[config.mk]
export PLATFORM = sky130hd
export DESIGN_NAME = clk_gen_multi
export DESIGN_NICKNAME = d
export VERILOG_FILES = /design/src/rtl/clk_gen_pkg.sv /design/src/rtl/clk_gen_channel.sv /design/src/rtl/clk_gen_multi.sv
export SDC_FILE = /design/constraint.sdc
export NUM_CORES = 1
export LEC_CHECK = 0
export ABC_AREA = 1
export BUFFER_PORTS_ARGS = -buffer_cell sky130_fd_sc_hd__clkbuf_2
export CAP_MARGIN = 20
export CORE_UTILIZATION = 60
export DETAILED_ROUTE_END_ITERATION = 10
export PLACE_DENSITY = 0.78
export SYNTH_ARGS = -nofsm -noshare
export SYNTH_HDL_FRONTEND = slang
export SYNTH_SLANG_ARGS = --single-unit
[constraint.sdc]
create_clock -name clk_in -period 3.4 [get_ports clk_in]
set_input_delay 0.17 -clock clk_in [delete_from_list [all_inputs] [get_ports clk_in]]
set_output_delay 0.17 -clock clk_in [all_outputs]
set_load 0.01 [all_outputs]
[src/rtl/clk_gen_pkg.sv]
// clk_gen_pkg: shared constants, channel run-state type and sizing helpers
// for the multi-channel clock/tick generator.
//   DEFAULT_HALF : half-period loaded into every channel at reset
//   ch_state_t   : per-channel run state (stopped / running / stopping)
//   ch_w()       : clog2 with a minimum of 1, used for select and counter widths
//   ms_div()     : clk_in cycles per millisecond (MS_DIV = CLK_HZ/1000, at least 1)
package clk_gen_pkg;

    localparam int unsigned DEFAULT_HALF = 25;

    // CH_DRAIN: disable requested while high; stops at the next falling toggle
    typedef enum logic [1:0] {
        CH_STOP  = 2'd0,
        CH_RUN   = 2'd1,
        CH_DRAIN = 2'd2
    } ch_state_t;

    function automatic int unsigned ch_w(input int unsigned n);
        int unsigned w;
        w = 1;
        while ((w < 32) && ((32'd1 << w) < n)) begin
            w = w + 1;
        end
        return w;
    endfunction

    function automatic int unsigned ms_div(input int unsigned clk_hz);
        int unsigned d;
        d = clk_hz / 32'd1000;
        return (d == 0) ? 32'd1 : d;
    endfunction

endpackage

[src/rtl/clk_gen_channel.sv]
// clk_gen_channel: one divided-clock channel with 50 % duty and a rise tick.
// Ratio changes made while running are held in a shadow register and applied
// at the next falling toggle, so every phase runs to completion (no runts).
// Ports:
//   clk_in, rst_n : system clock, async active-low reset
//   wr            : write strobe already decoded for this channel
//   wr_half       : new half-period (0 is treated as 1)
//   wr_en         : new enable state
//   sync          : shared phase-align strobe
//   clk_out       : divided clock (registered)
//   tick          : one-cycle pulse on the cycle clk_out rises (registered)
module clk_gen_channel
#(
    parameter int unsigned DIV_W        = 16,
    parameter int unsigned DEFAULT_HALF = 25
) (
    input  logic             clk_in,
    input  logic             rst_n,
    input  logic             wr,
    input  logic [DIV_W-1:0] wr_half,
    input  logic             wr_en,
    input  logic             sync,
    output logic             clk_out,
    output logic             tick
);
    import clk_gen_pkg::*;

    ch_state_t        state_q,  state_d;
    logic [DIV_W-1:0] active_q, active_d;
    logic [DIV_W-1:0] shadow_q, shadow_d;
    logic             pend_q,   pend_d;
    logic [DIV_W-1:0] cnt_q,    cnt_d;
    logic             clk_d;
    logic             tick_d;

    logic [DIV_W-1:0] half_w;
    logic             running;
    logic             term;

    // Zero half-period would never reach terminal count; clamp to 1
    assign half_w  = (wr_half == '0) ? DIV_W'(1) : wr_half;
    assign running = (state_q != CH_STOP);
    assign term    = running && (cnt_q == (active_q - DIV_W'(1)));

    // Next-state: sync first, then writes, then ordinary counting
    always_comb begin
        state_d  = state_q;
        active_d = active_q;
        shadow_d = shadow_q;
        pend_d   = pend_q;
        cnt_d    = cnt_q;
        clk_d    = clk_out;
        tick_d   = 1'b0;

        if (sync && wr) begin
            // Written half takes effect at once and the phase restarts from 0
            active_d = half_w;
            shadow_d = half_w;
            pend_d   = 1'b0;
            cnt_d    = '0;
            clk_d    = 1'b0;
            state_d  = wr_en ? CH_RUN : CH_STOP;
        end else if (sync && running) begin
            // Phase align; a pending ratio lands here, a pending disable completes
            if (pend_q) begin
                active_d = shadow_q;
            end
            pend_d  = 1'b0;
            cnt_d   = '0;
            clk_d   = 1'b0;
            state_d = (state_q == CH_DRAIN) ? CH_STOP : CH_RUN;
        end else if (!running) begin
            if (wr) begin
                active_d = half_w;
                shadow_d = half_w;
                pend_d   = 1'b0;
                cnt_d    = '0;
                clk_d    = 1'b0;
                state_d  = wr_en ? CH_RUN : CH_STOP;
            end
        end else if (wr && !wr_en && !clk_out) begin
            // Disable while low: stop now, nothing to truncate
            active_d = half_w;
            shadow_d = half_w;
            pend_d   = 1'b0;
            cnt_d    = '0;
            state_d  = CH_STOP;
        end else begin
            if (wr) begin
                shadow_d = half_w;
                pend_d   = 1'b1;
                // Only reachable with clk_out high when disabling: wait for the fall
                state_d  = wr_en ? CH_RUN : CH_DRAIN;
            end
            if (term) begin
                cnt_d  = '0;
                clk_d  = ~clk_out;
                tick_d = ~clk_out;
                if (clk_out) begin
                    // Falling toggle is the full-period boundary
                    if (pend_d) begin
                        active_d = shadow_d;
                        pend_d   = 1'b0;
                    end
                    if (state_d == CH_DRAIN) begin
                        state_d = CH_STOP;
                    end
                end
            end else begin
                cnt_d = cnt_q + DIV_W'(1);
            end
        end
    end

    // Channel state registers
    always_ff @(posedge clk_in or negedge rst_n) begin
        if (!rst_n) begin
            state_q  <= CH_STOP;
            active_q <= DIV_W'(DEFAULT_HALF);
            shadow_q <= DIV_W'(DEFAULT_HALF);
            pend_q   <= 1'b0;
            cnt_q    <= '0;
            clk_out  <= 1'b0;
            tick     <= 1'b0;
        end else begin
            state_q  <= state_d;
            active_q <= active_d;
            shadow_q <= shadow_d;
            pend_q   <= pend_d;
            cnt_q    <= cnt_d;
            clk_out  <= clk_d;
            tick     <= tick_d;
        end
    end

endmodule

[src/rtl/clk_gen_multi.sv]
// clk_gen_multi: N_CH independently programmable divided clocks with rise
// ticks, plus a free-running millisecond tick and system-time counter.
// Ports:
//   clk_in, rst_n   : system clock, async active-low reset
//   cfg_wr          : one-cycle configuration write strobe
//   cfg_ch          : target channel (out-of-range values are ignored)
//   cfg_half        : new half-period in clk_in cycles (0 acts as 1)
//   cfg_en          : new enable state for cfg_ch
//   sync            : one-cycle phase-align strobe for all enabled channels
//   clk_out, tick   : per-channel divided clock and rise pulse
//   ms_tick         : one-cycle pulse per millisecond
//   system_time_ms  : milliseconds since reset, wraps silently
module clk_gen_multi
#(
    parameter int unsigned CLK_HZ       = 50_000_000,
    parameter int unsigned N_CH         = 4,
    parameter int unsigned DIV_W        = 16,
    parameter int unsigned TIME_W       = 32,
    parameter int unsigned DEFAULT_HALF = clk_gen_pkg::DEFAULT_HALF
) (
    input  logic                                 clk_in,
    input  logic                                 rst_n,
    input  logic                                 cfg_wr,
    input  logic [clk_gen_pkg::ch_w(N_CH)-1:0]   cfg_ch,
    input  logic [DIV_W-1:0]                     cfg_half,
    input  logic                                 cfg_en,
    input  logic                                 sync,
    output logic [N_CH-1:0]                      clk_out,
    output logic [N_CH-1:0]                      tick,
    output logic                                 ms_tick,
    output logic [TIME_W-1:0]                    system_time_ms
);
    import clk_gen_pkg::*;

    localparam int unsigned CH_W    = ch_w(N_CH);
    localparam int unsigned MS_DIV  = ms_div(CLK_HZ);
    localparam int unsigned PRESC_W = ch_w(MS_DIV);

    logic [PRESC_W-1:0] presc_q;

    // One channel per output bit; the write strobe is decoded per channel
    for (genvar i = 0; i < N_CH; i++) begin : g_ch
        logic wr_sel;

        assign wr_sel = cfg_wr && (cfg_ch == CH_W'(i));

        clk_gen_channel #(
            .DIV_W        (DIV_W),
            .DEFAULT_HALF (DEFAULT_HALF)
        ) u_ch (
            .clk_in  (clk_in),
            .rst_n   (rst_n),
            .wr      (wr_sel),
            .wr_half (cfg_half),
            .wr_en   (cfg_en),
            .sync    (sync),
            .clk_out (clk_out[i]),
            .tick    (tick[i])
        );
    end

    // Millisecond prescaler; ms_tick coincides with the time increment
    always_ff @(posedge clk_in or negedge rst_n) begin
        if (!rst_n) begin
            presc_q        <= '0;
            ms_tick        <= 1'b0;
            system_time_ms <= '0;
        end else if (presc_q == PRESC_W'(MS_DIV - 1)) begin
            presc_q        <= '0;
            ms_tick        <= 1'b1;
            system_time_ms <= system_time_ms + TIME_W'(1);
        end else begin
            presc_q        <= presc_q + PRESC_W'(1);
            ms_tick        <= 1'b0;
        end
    end

endmodule

# == Word-level counts from Yosys, hierarchy flattened ==
# Cells that the tools add are included.
# totals
register_bits,261
input_bits,23
output_inout_bits,41
word_cells,365
# classes
addsub,10
eq_ne,44
n_mux,229
n_bitwise,4
reduce_logical,47
# op_table
operator,count
16-bit two-way mux,82
2-bit two-way mux,53
1-bit two-way mux,94
16-bit by 1-bit adder with 16-bit output (second input constant),5
16-bit == test,4
16-bit by 1-bit subtractor with 16-bit output (second input constant),4
5-bit inequality test (second input constant),8
32-bit by 1-bit adder with 32-bit output (second input constant),1
4-bit inequality test (second input constant),8
1-bit logical AND,24
2-bit == test (second input constant),10
5-bit by 4-bit inequality test with 1-bit output (second input constant),4
5-bit AND reduction,4
16-bit == test (second input constant),1
16-bit zero test,1
4-bit nonzero test,4
3-bit by 1-bit inequality test with 1-bit output (second input constant),4
3-bit AND reduction,4
2-bit by 1-bit inequality test with 1-bit output (second input constant),4
2-bit nonzero test,4
1-bit zero test,5
1-bit inverter,4
2-bit by 1-bit == test with 1-bit output (second input constant),1
2-bit zero test,1

# == Logic depth before layout (Yosys ltp) ==
# Gate-level depths: netlist of the first run.
# depth
word_depth,16
mapped_depth,18
mapped_depth_nobuf,17

# == Hierarchy ==
# A second synthesis of the first run with hierarchy kept.
# unflattened
hier_cells,2378
area_unflattened_um2,16542.1
# by_module_without_submodules
module,n_inst,cells_each,area_per_inst_um2,seq_area_each_um2
clk_gen_channel at g_ch[0].u_ch ...,3,493,3390.8,1333.8
clk_gen_channel at g_ch[3].u_ch,1,493,3399.5,1333.8
clk_gen_multi,1,406,2970.3,1226.2

# == Worst setup path after synthesis of the first run ==
# OpenSTA, ideal clock, no wires.
# synth_path
path_kind,register to register
start,register g_ch[0].u_ch.active_q[0]
end,register g_ch[0].u_ch.active_q[8]
setup_time_ns,0.117
arrival_ns,2.021
required_time_ns,3.283
slack_ns,1.262
path_stages_with_launch,16
n_path_buf,1
period_less_slack_ns,2.138
path_cell_list,dfstp_2 -> inv_1 -> ha_1 -> xor2_1 -> nand2_1 -> nor2_1 -> nand2_1 -> nor2_1 -> nand3_1 -> nor2_1 -> nand4_1 -> nand2_2 -> nand2_4 -> buf_6 -> nand2_1 -> nand2_1
# synth_between
elab_chain_cells,5
# synth_rtl
element,line_no,source
"start, declared",clk_gen_channel.sv:29,"logic [DIV_W-1:0] active_q, active_d;"
"start signal, assigned",clk_gen_channel.sv:119,active_q <= DIV_W'(DEFAULT_HALF);
"start signal, assigned",clk_gen_channel.sv:127,active_q <= active_d;
16-bit by 1-bit subtractor with 16-bit output,clk_gen_channel.sv:43,assign term = running && (cnt_q == (active_q - DIV_W'(1)));
16-bit == test,clk_gen_channel.sv:43,
1-bit logical AND,clk_gen_channel.sv:43,
5-bit inequality test (no line),--,
5-bit AND reduction (no line),--,
# No other way between the ends.
# A chain may end at the register's enable or synchronous reset.

# == Worst setup path after layout of the first run ==
# layout_path
start,input port cfg_ch[1] (netlist bit)
end,register g_ch[3].u_ch.active_q[1]
# layout_between
elab_chain_cells,10
word_cells_on_any_way,24
classes_between,eq/ne: 5; mux: 13; reduce/logical: 6
# layout_rtl
element,line_no,source
"start, declared",clk_gen_multi.sv:24,"input logic [clk_gen_pkg::ch_w(N_CH)-1:0] cfg_ch,"
2-bit == test *,clk_gen_multi.sv:45,assign wr_sel = cfg_wr && (cfg_ch == CH_W'(i));
1-bit logical AND *,clk_gen_multi.sv:45,
branches (longest 8 deep; another with 5-bit inequality test),--,
"end signal, assigned",clk_gen_channel.sv:119,
"end signal, assigned",clk_gen_channel.sv:127,
"end, declared",clk_gen_channel.sv:29,
# Every way passes the cells marked *. The select of a mux whose other input is x is not followed.

==> out/metrics.csv, run 1 <==
metric;value;unit
Post-Synth Simple-Gate Area;34.2;%
Post-synth EDFFs;0;
Synth top area share;38.3;%
Max-slew headroom;44.8;%
synth-to-layout area growth;9.38;%
Cell Area, Synth;0.0155;mm²
post-CTS sizing;0;
clock slew at reported path FFs;0.06;ns
Worst-Margin Slew;0.828;ns
DIE WIDTH;163;µm
placer congestion estimate;0.967;
number of global-route vias before repair;12900;
most frequent cells after synthesis;nand2_1 (683), dfrtp_1 (237), inv_1 (205);
mux share of post-synthesis cell area;0;%
max_cap viols;0;
Logic pwr share;35.5;%
starting density of the core;61.3;%
gr usage total;28.8;%
die area;0.0265;mm²
crit-path max FO;35;
DR DRC count;0;
switch share;40.0;%
Layout fillers;2144;
Root Driver;clkbuf_16;
Avg Inst Size Synth;7.33;µm²
nets;2191;
ranking of synthesized cells by area;dfrtp_1 (38%), nand2_1 (17%), o21ai_0 (5.1%);
Compound-Gate Fraction of Synth Area;8.03;%
Pre-antenna DRT Iters;7;
sequential-to-total area share from yosys stat;42.4;%
Seq cells post-synth;261;
# port buffers;63;
worst-path cell chain;dlygate4sd3_1, clkbuf_2, inv_2, nor3_2, inv_2, nand2_2, inv_2, nor2_2, nand2_4, nand2_1, nand2_1;
Net Count, Synth;2145;
cell taking the most area after synthesis;dfrtp_1;
Pleak;8.42;nW
vias per cell;5.53;
H-Tree Depth;1;
crit-path max cell delay;0.54;ns
final hold vios;0;
Storage cell area;0.00656;mm²
CORE AREA;0.0253;mm²
crit path capture type;register;
antenna violations before repair;0;
largest net degree at the start of global routing;106;
share of post-route cells with drive strength above 1;10.6;%
CTS buffer count;28;
Post-synth ARST share;100;%
fmax;376;MHz
Main synth FF type;dfrtp_1;
first-pass GRT wire length;62200;µm
hold_ws;0.0782;ns
clock share of power;26.2;%
largest family of logic cells by synthesized area;simple AND/OR/NAND/NOR gates;
Pins Over Slew Limit;0;
most used standard cell by instance count after synthesis;nand2_1;
Critical Path Slowest Stage Cell;nor2_2;
minimum clock period;2.66;ns
setup ws final;0.739;ns
Final Routed Wirelength;37600;µm
DR iter-0 viols;1068;
final period utilization;78.3;%
CP required;3.83;ns
P_sw;4.59;mW
post-DP HPWL;27400;µm
IO Pins;64;
DRT antenna net count;0;
Max VDD drop;486;µV
Power Density;678;mW/mm²
outcome;finished, final reports clean;
Clock Latency Late Sink;0.56;ns
Sequential Power Share;38.3;%
clock sinks;261;
via count;13900;
endpoints failing setup;0;
Die H;163;µm
crit path DAT;3.09;ns
Post-Syn Instances;2112;
footprint of the multi-input gates;0.00777;mm²
Rows;58;
CTS tree;done;
Worst Setup Start Kind;primary input;
Clock Skew;0.0232;ns
Crit Path Class;in -> reg;
Post-Synth XOR/XNOR Area;7.11;%
Top cell by count, worst path;inv_2;
Netlist cell types;49;
pre-CTS setup slack;0.742;ns
worst hold path class;in -> reg;
WL/cell;15.0;µm
RSZ-0062 raised after global routing;false;
global route overflow;0;
Max clock buf depth;3;
antenna cells;0;
internal power;6.89;mW
setup TNS;0;ns
Yosys warnings;0;
Post-Synth Adder-Cell Area;0.808;%
## worst paths after layout
check | from | to | slack [ns] | depth (start not counted)
max | cfg_ch[1] | g_ch[3].u_ch.active_q[1] | 0.74 | 11
min | cfg_wr | g_ch[1].u_ch.shadow_q[0] | 0.08 | 5
max reg2reg | g_ch[1].u_ch.active_q[0] | g_ch[1].u_ch.cnt_q[1] | 0.78 | 15
min reg2reg | g_ch[2].u_ch.active_q[0] | g_ch[2].u_ch.active_q[0] | 0.48 | 2
max in group asynchronous | rst_n | g_ch[2].u_ch.active_q[0] | 2.13 | 3
min in group asynchronous | rst_n | g_ch[3].u_ch.cnt_q[6] | 0.25 | 2
## metal layers
metal  GRT usage [%]  wire length [µm]  vias up
met4            9.81              1230        0
met1            39.0             16700     6552
li1                -                 -     6866
met3            3.41              1800       88
met2            48.1             17900      380
met5               0                 0        -
## worst max-delay path, delay by kind of cell
kind	cells	cell delay [ns]
AND/OR/NAND/NOR	6	1.71
buffers and inverters	5	1.19
## cell families (layout without fill, tap and decap cells)
kind of cell    count (synthesis)  in the layout
compound gates                233            233
xor+xnor                      121            121
fa+ha+maj                      10             10
buf+inv                       284            351
flops                         261            261
simple gates                 1203           1203
## metrics by stage
stage	utilization (%)	power, mW	instances	area (µm²)
floorplan	-	7.51	2112	15500
global placement	63.3	8.34	2455	16000
detailed placement	63.3	8.47	2455	16000
CTS	67.1	11.5	2509	16900
global route	67.1	12.3	2509	16900
finish	67.1	11.5	2509	16900
## what timing repair did
action / CTS / global route
buffers inserted: 0 / 0
endpoints found under the setup margin: 0 / 0
hold endpoints to repair: 90 / 0
hold buffers: 3 / 0
## state kept, by name, indices dropped and copies added, names as in the netlist
name / flops
g_ch.u_ch.tick: 4
ms_tick: 1
g_ch.u_ch.state_q: 8
g_ch.u_ch.pend_q: 4
g_ch.u_ch.shadow_q: 64
g_ch.u_ch.clk_out: 4
g_ch.u_ch.cnt_q: 64
presc_q: 16
g_ch.u_ch.active_q: 64
system_time_ms: 32
## power groups by stage
stage | logic (mW) | clock network [mW] | registers (mW)
2_1_floorplan | 3.31 | 0 | 4.20
3_3_place_gp | 3.91 | 0 | 4.42
3_5_place_dp | 4.03 | 0 | 4.43
4_1_cts | 4.06 | 3.05 | 4.39
5_1_grt | 4.68 | 3.17 | 4.47
6_report | 4.07 | 3.01 | 4.40
## placed cells by master (no fill, tap or decap), drive strengths merged, types with 39 or more instances in the layout
master and n:
clkbuf 105, dfrtp 237, inv 223, nand2 707
nand3 155, nand4 46, nor2 221, nor3 39
o21ai 168, xor2 82
## cell type report
class / instances / area share (%)
Clock buffer: 43 / 5.06
Clock inverter: 8 / 0.369
Inverter: 225 / 4.99
Multi-Input combinational cell: 1567 / 45.8
Sequential cell: 261 / 38.7
Tap cell: 330 / 2.44
Timing Repair Buffer: 75 / 2.57
Note: power is estimated with default switching activity, not from simulation.
==> run 2: changes to the inputs <==
--- a/config.mk
+++ b/config.mk
@@ -5,7 +5,7 @@
 export SDC_FILE = /design/constraint.sdc
 export NUM_CORES = 1
 export LEC_CHECK = 0
-export ABC_AREA = 1
+export ABC_AREA = 0
 export BUFFER_PORTS_ARGS = -buffer_cell sky130_fd_sc_hd__clkbuf_2
 export CAP_MARGIN = 20
 export CORE_UTILIZATION = 60
==> constraint.sdc (replaced) <==
create_clock -name clk_in -period 2.8 [get_ports clk_in]
set_input_delay 0.14 -clock clk_in [delete_from_list [all_inputs] [get_ports clk_in]]
set_output_delay 0.14 -clock clk_in [all_outputs]
set_load 0.01 [all_outputs]
==> out/metrics.csv, run 2 <==
metric;value;unit;change
outcome;complete, but fails checks;;
failing checks;setup timing;;
clock slew at reported path FFs;0.06;ns;about the same
placer congestion estimate;0.918;;-5.1%
Seq cells post-synth;261;;unchanged
Clock Latency Late Sink;0.56;ns;about the same
antenna cells;0;;unchanged
fmax;314;MHz;
clock sinks;261;;unchanged
Die H;157;µm;-3.5%
Root Driver;clkbuf_16;;
ranking of synthesized cells by area;dfrtp_1 (41%), nand2_1 (7.8%), xnor2_1 (4.6%);;
pre-CTS setup slack;-0.364;ns;-1.11 ns
nets;1779;;-19%
global route overflow;0;;unchanged
max_cap viols;0;;unchanged
Max-slew headroom;26.1;%;-19 points
DR iter-0 viols;1030;;-3.6%
post-DP HPWL;23800;µm;-13%
synth-to-layout area growth;27.4;%;
cell taking the most area after synthesis;dfrtp_1;;
sequential-to-total area share from yosys stat;45.5;%;+3.1 points
Pleak;8.48;nW;+0.73%
Cell Area, Synth;0.0144;mm²;-6.9%
H-Tree Depth;1;;unchanged
Netlist cell types;85;;+73%
setup ws final;-0.383;ns;-1.12 ns
hold_ws;0.0179;ns;-0.0603 ns
Pre-antenna DRT Iters;6;;-1
number of global-route vias before repair;12500;;-3.2%
# port buffers;63;;unchanged
largest net degree at the start of global routing;71;;-33%
Pins Over Slew Limit;0;;unchanged
Post-synth ARST share;100;%;unchanged
Main synth FF type;dfrtp_1;;
Avg Inst Size Synth;9.43;µm²;+29%
Layout fillers;1455;;-32%
vias per cell;6.04;;+9.1%
minimum clock period;3.18;ns;
DRT antenna net count;0;;unchanged
Worst-Margin Slew;1.09;ns;+0.266 ns
Power Density;779;mW/mm²;+15%
Worst Setup Start Kind;register;;
CP required;3.27;ns;-0.56 ns
antenna violations before repair;0;;unchanged
largest registers;g_ch.u_ch.active_q: 64 flops, g_ch.u_ch.cnt_q: 64 flops, g_ch.u_ch.shadow_q: 64 flops;;
crit-path max FO;7;;-80%
setup TNS;-22.26;ns;-22.26 ns
CTS buffer count;28;;unchanged
Post-Syn Instances;1530;;-28%
Crit Path Class;reg -> reg;;
Final Routed Wirelength;39500;µm;+5.0%
crit path capture type;register;;
Synth top area share;41.1;%;+2.8 points
Max clock buf depth;3;;unchanged
commonest non-fill, non-tap cell in the layout;nand2_1;;
Rows;56;;-3.4%
most frequent cells in the layout;nand2_1 (280), dfrtp_1 (236), buf_4 (140), nor2_1 (100), xnor2_1 (74);;
most frequent cells after synthesis;nand2_1 (298), dfrtp_1 (237), nor2_1 (103);;
via count;12600;;-9.3%
GRT Max-Usage Layer;met2;;
worst hold path class;in -> reg;;
met1 Usage GRT;39.9;%;+0.96 points
M3 GR Usage;4.57;%;+1.2 points
first-pass GRT wire length;61500;µm;-1.1%
starting density of the core;61.3;%;-0.074 points
crit path DAT;3.65;ns;+0.56 ns
CTS tree;done;;
RSZ-0062 raised after global routing;true;;
CORE AREA;0.0235;mm²;-6.8%
Yosys warnings;0;;unchanged
DR DRC count;0;;unchanged
final hold vios;0;;unchanged
Clock Skew;0.0137;ns;-0.00946 ns
gr usage total;31.2;%;+2.4 points
DIE WIDTH;157;µm;-3.5%
IO Pins;64;;unchanged
endpoints failing setup;122;;+122
met2 layer usage reported by global route;55.0;%;+6.9 points
WL/cell;18.9;µm;+26%
final period utilization;114;%;
Net Count, Synth;1563;;-27%
die area;0.0247;mm²;-6.8%
Post-synth EDFFs;0;;unchanged
most used standard cell by instance count after synthesis;nand2_1;;
share of post-route cells with drive strength above 1;29.3;%;+19 points
Max VDD drop;472;µV;-2.9%
==> run 2: changes by cell type in the layout (fill, tap and decap cells not counted), sizes merged, moves of 90 or more <==
cell   before  now
nand3     155   65
inv       223   44
nand2     707  298
nor2      221  103
o21ai     168   57
buf        10  185
==> run 2: metal layers <==
layer / up-vias / wire length [µm] / part of all wire [%]
met2: 412 / 20000 / 51
li1: 5780 / - / -
met4: 0 / 1070 / 2.7
met1: 6302 / 16200 / 41
met3: 94 / 2320 / 5.9
met5: - / 0 / 0
==> run 2: metrics by stage <==
step | cells | area [µm²] | total power, mW | utilization, %
floorplan | 1530 | 14600 | 7.88 | -
finish | 2085 | 18400 | 14.3 | 78.0
CTS | 2069 | 17900 | 13.8 | 75.9
global placement | 1970 | 16000 | 9.41 | 68.1
global route | 2085 | 18400 | 14.9 | 78.0
detailed placement | 1970 | 16000 | 9.59 | 68.1
==> run 2: layout make-up <==
class	instances	area [µm²]	share of cell area (%)
clock buffers	40	806	4.39
clock inverters	10	91.3	0.497
inverters	44	165	0.899
multi-input cells	1149	8190	44.6
flip-flops and latches	261	6560	35.7
well taps	319	399	2.17
repair buffers	262	2160	11.8
==> run 2: final timing paths <==
path                                           from                   endpoint  slack [ns]  cells past startpoint
setup reg to reg           g_ch[3].u_ch.active_q[1]   g_ch[3].u_ch.active_q[1]       -0.38                     12
max in group asynchronous                     rst_n   g_ch[2].u_ch.active_q[3]        1.80                      3
hold / removal                         cfg_half[10]  g_ch[3].u_ch.shadow_q[10]        0.02                      4
hold reg to reg            g_ch[0].u_ch.shadow_q[4]   g_ch[0].u_ch.shadow_q[4]        0.47                      2
min in group asynchronous                     rst_n      g_ch[1].u_ch.cnt_q[0]        0.13                      2
setup / recovery           g_ch[3].u_ch.active_q[1]   g_ch[3].u_ch.active_q[1]       -0.38                     12
==> run 2: logic make-up (layout without fill, tap and decap cells) <==
group                      count (synthesis)  count (layout)  synth area share, %
and+or+nand+nor                          661             661                 22.1
xor gates and xnor gates                 134             134                 8.14
DFF                                      261             261                 45.5
adders and majority gates                 10              10                0.868
AOI/OAI and AO/OA                        214             218                 10.2
muxes                                    126             126                 9.50
buffers and inverters                    124             356                 3.72
==> run 2: report_power, final <==
| part | switching (mW) | internal (mW) |
|---|---|---|
| clock network | 1.54 | 2.09 |
| registers | 0.738 | 4.50 |
| logic | 2.70 | 2.73 |
==> run 2: worst max-delay path, stage by stage (launching register included) <==
cell	delay [ns]
dfrtp_1	0.40
inv_2	0.09
ha_4	0.14
or4b_4	0.50
nor4_4	0.28
xnor2_2	0.16
nand2_2	0.09
nor4_4	0.33
nand3_2	0.16
a211oi_4	0.33
buf_6	0.22
buf_8	0.14
mux2i_4	0.23
==> run 2: repair_timing <==
| item | 4_1_cts | 5_1_grt |
|---|---|---|
| hold endpoints to repair | 112 | 0 |
| pin swaps | 27 | 54 |
| setup endpoints to repair | 134 | 139 |
| buffers inserted | 26 | 20 |
| resized for setup | 81 | 119 |
| hold buffers | 14 | 0 |
| gates cloned | 9 | 5 |
